$ cat src/rtl/r5p_soc_uart.sv
// Memory-mapped 8N1 UART: TX holding + shift register, single-entry RX buffer,
// programmable baud divisor (bit = DIV+1 clocks) and sticky overrun/framing flags.
module r5p_soc_uart #(
   parameter int unsigned    AW      = 4,
   parameter int unsigned    DW      = 32,
   parameter int unsigned    DIW     = 16,
   parameter logic [DIW-1:0] DIV_RST = 16'd867
) (
   input  logic            clk,
   input  logic            rst,
   input  logic            bus_vld,
   input  logic            bus_wen,
   input  logic [AW-1:0]   bus_adr,
   input  logic [DW/8-1:0] bus_ben,
   input  logic [DW-1:0]   bus_wdt,
   output logic [DW-1:0]   bus_rdt,
   output logic            bus_rdy,
   output logic            uart_txd,
   input  logic            uart_rxd
);

   typedef enum logic [1:0] {
      ST_IDLE  = 2'd0,
      ST_START = 2'd1,
      ST_DATA  = 2'd2,
      ST_STOP  = 2'd3
   } uart_st_t;

   localparam logic [1:0]     REG_DATA = 2'd0;
   localparam logic [1:0]     REG_STAT = 2'd1;
   localparam logic [1:0]     REG_DIV  = 2'd2;
   localparam logic [DIW-1:0] CNT_ONE  = 1;

   logic [1:0]     reg_sel;
   logic           xfer, wr_en, rd_en;
   logic           wr_data, rd_data, wr_stat, wr_div;
   logic [DIW-1:0] div_mask;
   logic [DW-1:0]  rd_mux;
   logic [DW-1:0]  rdt_q, rdt_d;
   logic [DIW-1:0] div_q, div_d;

   uart_st_t       tx_state_q, tx_state_d;
   logic [DIW-1:0] tx_cnt_q, tx_cnt_d;
   logic [2:0]     tx_bit_q, tx_bit_d;
   logic [7:0]     tx_sh_q, tx_sh_d;
   logic [7:0]     tx_hold_q, tx_hold_d;
   logic           tx_full_q, tx_full_d;
   logic           txd_q, txd_d;
   logic           tx_load, tx_busy, tx_rdy;

   logic [2:0]     rx_sync_q, rx_sync_d;
   logic           rx_fall, rx_smp;
   uart_st_t       rx_state_q, rx_state_d;
   logic [DIW-1:0] rx_cnt_q, rx_cnt_d;
   logic [2:0]     rx_bit_q, rx_bit_d;
   logic [7:0]     rx_sh_q, rx_sh_d;
   logic [7:0]     rx_buf_q, rx_buf_d;
   logic           rx_vld_q, rx_vld_d;
   logic           ovr_q, ovr_d;
   logic           frm_q, frm_d;
   logic           rx_done;
   logic           unused_ok;

   assign reg_sel   = bus_adr[3:2];
   // The holding register frees up in the same cycle it is moved to the shifter.
   assign bus_rdy   = ~(bus_vld & bus_wen & (reg_sel == REG_DATA) & tx_full_q & ~tx_load);
   assign xfer      = bus_vld & bus_rdy;
   assign wr_en     = xfer & bus_wen;
   assign rd_en     = xfer & ~bus_wen;
   assign wr_data   = wr_en & (reg_sel == REG_DATA) & bus_ben[0];
   assign rd_data   = rd_en & (reg_sel == REG_DATA);
   assign wr_stat   = wr_en & (reg_sel == REG_STAT) & bus_ben[0];
   assign wr_div    = wr_en & (reg_sel == REG_DIV);
   assign unused_ok = ^{bus_adr, bus_wdt, bus_ben};

   always_comb begin
      div_mask = '0;
      for (int i = 0; i < DIW; i++) begin
         div_mask[i] = bus_ben[i/8];
      end
      div_d = div_q;
      if (wr_div) begin
         div_d = (div_q & ~div_mask) | (bus_wdt[DIW-1:0] & div_mask);
      end
   end

   always_comb begin
      rd_mux = '0;
      case (reg_sel)
         REG_DATA: rd_mux[7:0]     = rx_buf_q;
         REG_STAT: rd_mux[4:0]     = {tx_busy, frm_q, ovr_q, rx_vld_q, tx_rdy};
         REG_DIV:  rd_mux[DIW-1:0] = div_q;
         default:  rd_mux          = '0;
      endcase
      rdt_d = rd_en ? rd_mux : rdt_q;
   end

   // TX next-state
   always_comb begin
      tx_state_d = tx_state_q;
      tx_cnt_d   = tx_cnt_q;
      tx_bit_d   = tx_bit_q;
      tx_sh_d    = tx_sh_q;
      tx_load    = 1'b0;
      case (tx_state_q)
         ST_IDLE: tx_load = tx_full_q;
         ST_START: begin
            if (tx_cnt_q == '0) begin
               tx_state_d = ST_DATA;
               tx_cnt_d   = div_q;
               tx_bit_d   = '0;
            end else begin
               tx_cnt_d = tx_cnt_q - CNT_ONE;
            end
         end
         ST_DATA: begin
            if (tx_cnt_q == '0) begin
               tx_cnt_d = div_q;
               tx_sh_d  = {1'b0, tx_sh_q[7:1]};
               tx_bit_d = tx_bit_q + 3'd1;
               if (tx_bit_q == 3'd7) begin
                  tx_state_d = ST_STOP;
               end
            end else begin
               tx_cnt_d = tx_cnt_q - CNT_ONE;
            end
         end
         default: begin
            if (tx_cnt_q == '0) begin
               tx_state_d = ST_IDLE;
               tx_load    = tx_full_q;
            end else begin
               tx_cnt_d = tx_cnt_q - CNT_ONE;
            end
         end
      endcase
      if (tx_load) begin
         tx_state_d = ST_START;
         tx_cnt_d   = div_q;
         tx_sh_d    = tx_hold_q;
      end
   end

   // TX outputs: line level is registered from the next state to stay glitch-free
   always_comb begin
      tx_hold_d = wr_data ? bus_wdt[7:0] : tx_hold_q;
      tx_full_d = tx_full_q;
      if (tx_load) begin
         tx_full_d = 1'b0;
      end
      if (wr_data) begin
         tx_full_d = 1'b1;
      end
      case (tx_state_d)
         ST_START: txd_d = 1'b0;
         ST_DATA:  txd_d = tx_sh_d[0];
         default:  txd_d = 1'b1;
      endcase
      tx_busy = (tx_state_q != ST_IDLE) | tx_full_q;
      tx_rdy  = ~tx_full_q;
   end

   // RX samples the delayed flop so that DIV = 0 still lands on the right bit.
   assign rx_sync_d = {rx_sync_q[1:0], uart_rxd};
   assign rx_fall   = rx_sync_q[2] & ~rx_sync_q[1];
   assign rx_smp    = rx_sync_q[2];

   // RX next-state
   always_comb begin
      rx_state_d = rx_state_q;
      rx_cnt_d   = rx_cnt_q;
      rx_bit_d   = rx_bit_q;
      rx_sh_d    = rx_sh_q;
      rx_done    = 1'b0;
      case (rx_state_q)
         ST_IDLE: begin
            if (rx_fall) begin
               rx_state_d = ST_START;
               rx_cnt_d   = div_q >> 1;
            end
         end
         ST_START: begin
            if (rx_cnt_q == '0) begin
               if (rx_smp) begin
                  rx_state_d = ST_IDLE;
               end else begin
                  rx_state_d = ST_DATA;
                  rx_cnt_d   = div_q;
                  rx_bit_d   = '0;
               end
            end else begin
               rx_cnt_d = rx_cnt_q - CNT_ONE;
            end
         end
         ST_DATA: begin
            if (rx_cnt_q == '0) begin
               rx_sh_d  = {rx_smp, rx_sh_q[7:1]};
               rx_cnt_d = div_q;
               rx_bit_d = rx_bit_q + 3'd1;
               if (rx_bit_q == 3'd7) begin
                  rx_state_d = ST_STOP;
               end
            end else begin
               rx_cnt_d = rx_cnt_q - CNT_ONE;
            end
         end
         default: begin
            if (rx_cnt_q == '0) begin
               rx_done    = 1'b1;
               rx_state_d = rx_fall ? ST_START : ST_IDLE;
               rx_cnt_d   = div_q >> 1;
            end else begin
               rx_cnt_d = rx_cnt_q - CNT_ONE;
            end
         end
      endcase
   end

   // RX outputs: clears are applied first so a same-cycle set wins
   always_comb begin
      rx_buf_d = rx_buf_q;
      rx_vld_d = rx_vld_q & ~rd_data;
      ovr_d    = ovr_q & ~(wr_stat & bus_wdt[2]);
      frm_d    = frm_q & ~(wr_stat & bus_wdt[3]);
      if (rx_done) begin
         if (!rx_smp) begin
            frm_d = 1'b1;
         end else if (rx_vld_q & ~rd_data) begin
            ovr_d = 1'b1;
         end else begin
            rx_buf_d = rx_sh_q;
            rx_vld_d = 1'b1;
         end
      end
   end

   always_ff @(posedge clk) begin
      if (rst) begin
         rdt_q      <= '0;
         div_q      <= DIV_RST;
         tx_state_q <= ST_IDLE;
         tx_full_q  <= 1'b0;
         txd_q      <= 1'b1;
         rx_sync_q  <= '1;
         rx_state_q <= ST_IDLE;
         rx_vld_q   <= 1'b0;
         ovr_q      <= 1'b0;
         frm_q      <= 1'b0;
      end else begin
         rdt_q      <= rdt_d;
         div_q      <= div_d;
         tx_state_q <= tx_state_d;
         tx_full_q  <= tx_full_d;
         txd_q      <= txd_d;
         rx_sync_q  <= rx_sync_d;
         rx_state_q <= rx_state_d;
         rx_vld_q   <= rx_vld_d;
         ovr_q      <= ovr_d;
         frm_q      <= frm_d;
      end
   end

   always_ff @(posedge clk) begin
      tx_cnt_q  <= tx_cnt_d;
      tx_bit_q  <= tx_bit_d;
      tx_sh_q   <= tx_sh_d;
      tx_hold_q <= tx_hold_d;
      rx_cnt_q  <= rx_cnt_d;
      rx_bit_q  <= rx_bit_d;
      rx_sh_q   <= rx_sh_d;
      rx_buf_q  <= rx_buf_d;
   end

   assign bus_rdt  = rdt_q;
   assign uart_txd = txd_q;

endmodule
$ cat config.mk
export PLATFORM = sky130hd
export DESIGN_NAME = r5p_soc_uart
export DESIGN_NICKNAME = d
export VERILOG_FILES = /design/src/rtl/r5p_soc_uart.sv
export SDC_FILE = /design/constraint.sdc
export NUM_CORES = 1
export LEC_CHECK = 0
export CORE_MARGIN = 2
export CORE_UTILIZATION = 30
export DETAILED_ROUTE_END_ITERATION = 10
export DONT_BUFFER_PORTS = 1
export SKIP_LAST_GASP = 1
export SLEW_MARGIN = 5
export SYNTH_ARGS = -nofsm -noshare
export SYNTH_HDL_FRONTEND = slang
export SYNTH_SLANG_ARGS = --single-unit
$ cat constraint.sdc
create_clock -name clk -period 8.73 [get_ports clk]
set_input_delay 1.746 -clock clk [delete_from_list [all_inputs] [get_ports clk]]
set_output_delay 1.746 -clock clk [all_outputs]
set_load 0.03 [all_outputs]
==> impl_metrics.json <==
{
  "cts.repair.resized": 0,
  "die_area_um2": 19600,
  "detailed_place_hpwl_mm": 8.29,
  "muxShareOfSynthArea": 0.0408,
  "clockBufferDepth": 2,
  "n_antenna_cell": 0,
  "start_util": 0.307,
  "core_area_um2": 18100,
  "syn_to_final_growth_pct": 13.0,
  "use_met3": 0.0325,
  "clock.fmax_mhz": 221,
  "critPathTopFamily": "simple AND/OR/NAND/NOR gates",
  "min-delay-path-class": "register to register",
  "hold_viol": 0,
  "synth_edf_count": 69,
  "ir_worst_vdd_mv": 0.116,
  "use_met2": 0.218,
  "avgSynthCellArea_um2": 10.4,
  "drc_errors": 1,
  "crit_fanout": 10,
  "final_cells": 777,
  "ant_nets": 0,
  "critPathLaunchType": "register",
  "critPathSlowestCell": "or4_1",
  "root_buffer": "clkbuf_16",
  "ys_seq_area_frac": 0.536,
  "p_per_area_nw_per_um2": 227,
  "clk_pin_slew_ns": 0.06,
  "syn-cell-area_um2": 5550,
  "arrival_ns": 2.78,
  "ys_warn_count": 0,
  "crit_buf_inv": 1,
  "grt_max_degree": 45,
  "dieWidth_um": 140,
  "busiest_layer": "met2",
  "slew_violations": 0,
  "drtIter0Drc": 316,
  "failed_checks": "design-rule violations",
  "grt_antenna_before_repair": 0,
  "drtPass1Iterations": 10,
  "vias_per_cell": 4.99,
  "slowest_delay_ns": 0.59,
  "path_cells": "inv_1, ha_1, or3b_1, and4b_1, o21ai_2, nand2_1, or4_1",
  "worstSkewPairLatency_ns": 0.41,
  "clock_skew_ns": 0.00729,
  "wirelength_mm": 12.0,
  "postCtsHoldBufs": 0,
  "synthCells": 534,
  "synth_ff_type": "edfxtp_1",
  "grt_overflow_total": 0,
  "setup_viol": 0,
  "ys_ff_latch": 114,
  "period_needed_ns": 4.53,
  "grt_use_total": 0.127,
  "gp_congestion": 0.832,
  "cts_sinks": 114,
  "synth_fa_ha_area_frac": 0.0338,
  "grt_pass1_wl_mm": 19.4,
  "yosys.area_share.simple": 0.185,
  "cts_tree": "done",
  "outcome": "complete, but fails checks",
  "relSlewSlack": 0.254,
  "drive_gt1_frac": 0.0894,
  "critical_path_class": "register to primary output",
  "cts_setup_buffers": 0,
  "vias": 3878,
  "cts_made_buffers": 17,
  "cp-end-kind": "primary output",
  "die_h_um": 140,
  "cellLeakagePower_nw": 2.26,
  "tightest_slew_ns": 1.12,
  "worstPathRequired_ns": 6.98,
  "grt_pass1_vias": 3739,
  "synth_cell_types": 60,
  "setup_tns_ns": 0,
  "htreeDepth": 4,
  "mostFrequentLayoutCells": "edfxtp_1, nor2_1, nand2_1",
  "grt.met1_usage": 0.145,
  "row_count": 49,
  "cap_violations": 0,
  "synth_top_family_by_area": "simple AND/OR/NAND/NOR gates",
  "ios": 79,
  "synth_xor_area_frac": 0.0347,
  "dp.cells": 745,
  "rsz0062_at_grt": "false",
  "io_buffers": 0,
  "mostFrequentLayoutCell": "edfxtp_1",
  "synth_compound_area_frac": 0.124,
  "async_flop_share": 0,
  "final_nets": 595,
  "wl_per_cell_um": 15.4,
  "fin_crit_sh": 0.518
}
-- final cells by class --
type                            instances  area [um2]
Inverter                               15        56.3
Sequential cell                       114        2970
Timing Repair Buffer                    2        15.0
Tap cell                              229         287
Fill cell                            1747       11800
Clock buffer                           19         464
Multi-Input combinational cell        385        2380
Clock inverter                         13        98.8
-- synth_stat cells (all sizes together) (8+ instances only) --
cell	number	area, um2
nand3	13	65.1
buf	24	158
inv	14	52.6
dfxtp	45	901
a21oi	15	75.1
a22oi	16	120
nor3	12	60.1
o21ai	31	159
xnor2	14	123
ha	15	188
mux2i	17	170
edfxtp	69	2070
a211o	8	70.1
nor2	66	248
clkbuf	11	42.5
nand2	58	218
nand2b	10	62.6
xor2	8	70.1
-- per-layer routing --
metal,part of all wire,vias to the layer above
met5,0,-
met4,0.032,0
met3,0.033,29
met2,0.51,89
met1,0.42,1849
li1,-,1911
-- cell families after synthesis --
group | count (synthesis)
buffers and inverters | 50
AOI/OAI and AO/OA | 102
DFF | 114
muxes | 22
xor gates and xnor gates | 22
adders and majority gates | 15
and+or+nand+nor | 208
other | 1
-- per-stage QoR --
step,hold WS [ns],total power (W),setup WS (ns),instance area (um2),util
after global routing,0.433,0.00149,4.04,6270,0.347
final,0.407,0.00143,4.20,6270,0.347
after global placement,0.393,0.000784,4.54,5710,0.316
after CTS,0.410,0.00144,4.18,6270,0.347
after detailed placement,0.396,0.000790,4.55,5710,0.316
after floorplan,0.389,0.000766,4.36,5610,-
-- final timing paths --
kind	start	end	slack (ns)	cells past startpoint
max	tx_cnt_q[0]$_DFFE_PP_	bus_rdy	4.20	7
min	rx_sync_q[0]$_SDFF_PP1_	rx_sync_q[1]$_SDFF_PP1_	0.41	1
max reg2reg	rx_cnt_q[0]$_DFFE_PP_	rx_buf_q[3]$_DFFE_PP_	5.29	6
min reg2reg	rx_sync_q[0]$_SDFF_PP1_	rx_sync_q[1]$_SDFF_PP1_	0.41	1
-- power breakdown --
group	internal, W	leakage, nW	switching (W)	total [W]
combinational	0.0000542	0.973	0.0000808	0.000135
sequential	0.000609	0.999	0.0000364	0.000645
clock	0.000390	0.284	0.000256	0.000646
total	0.00105	2.26	0.000373	0.00143
(Power assumes the default switching activity.)
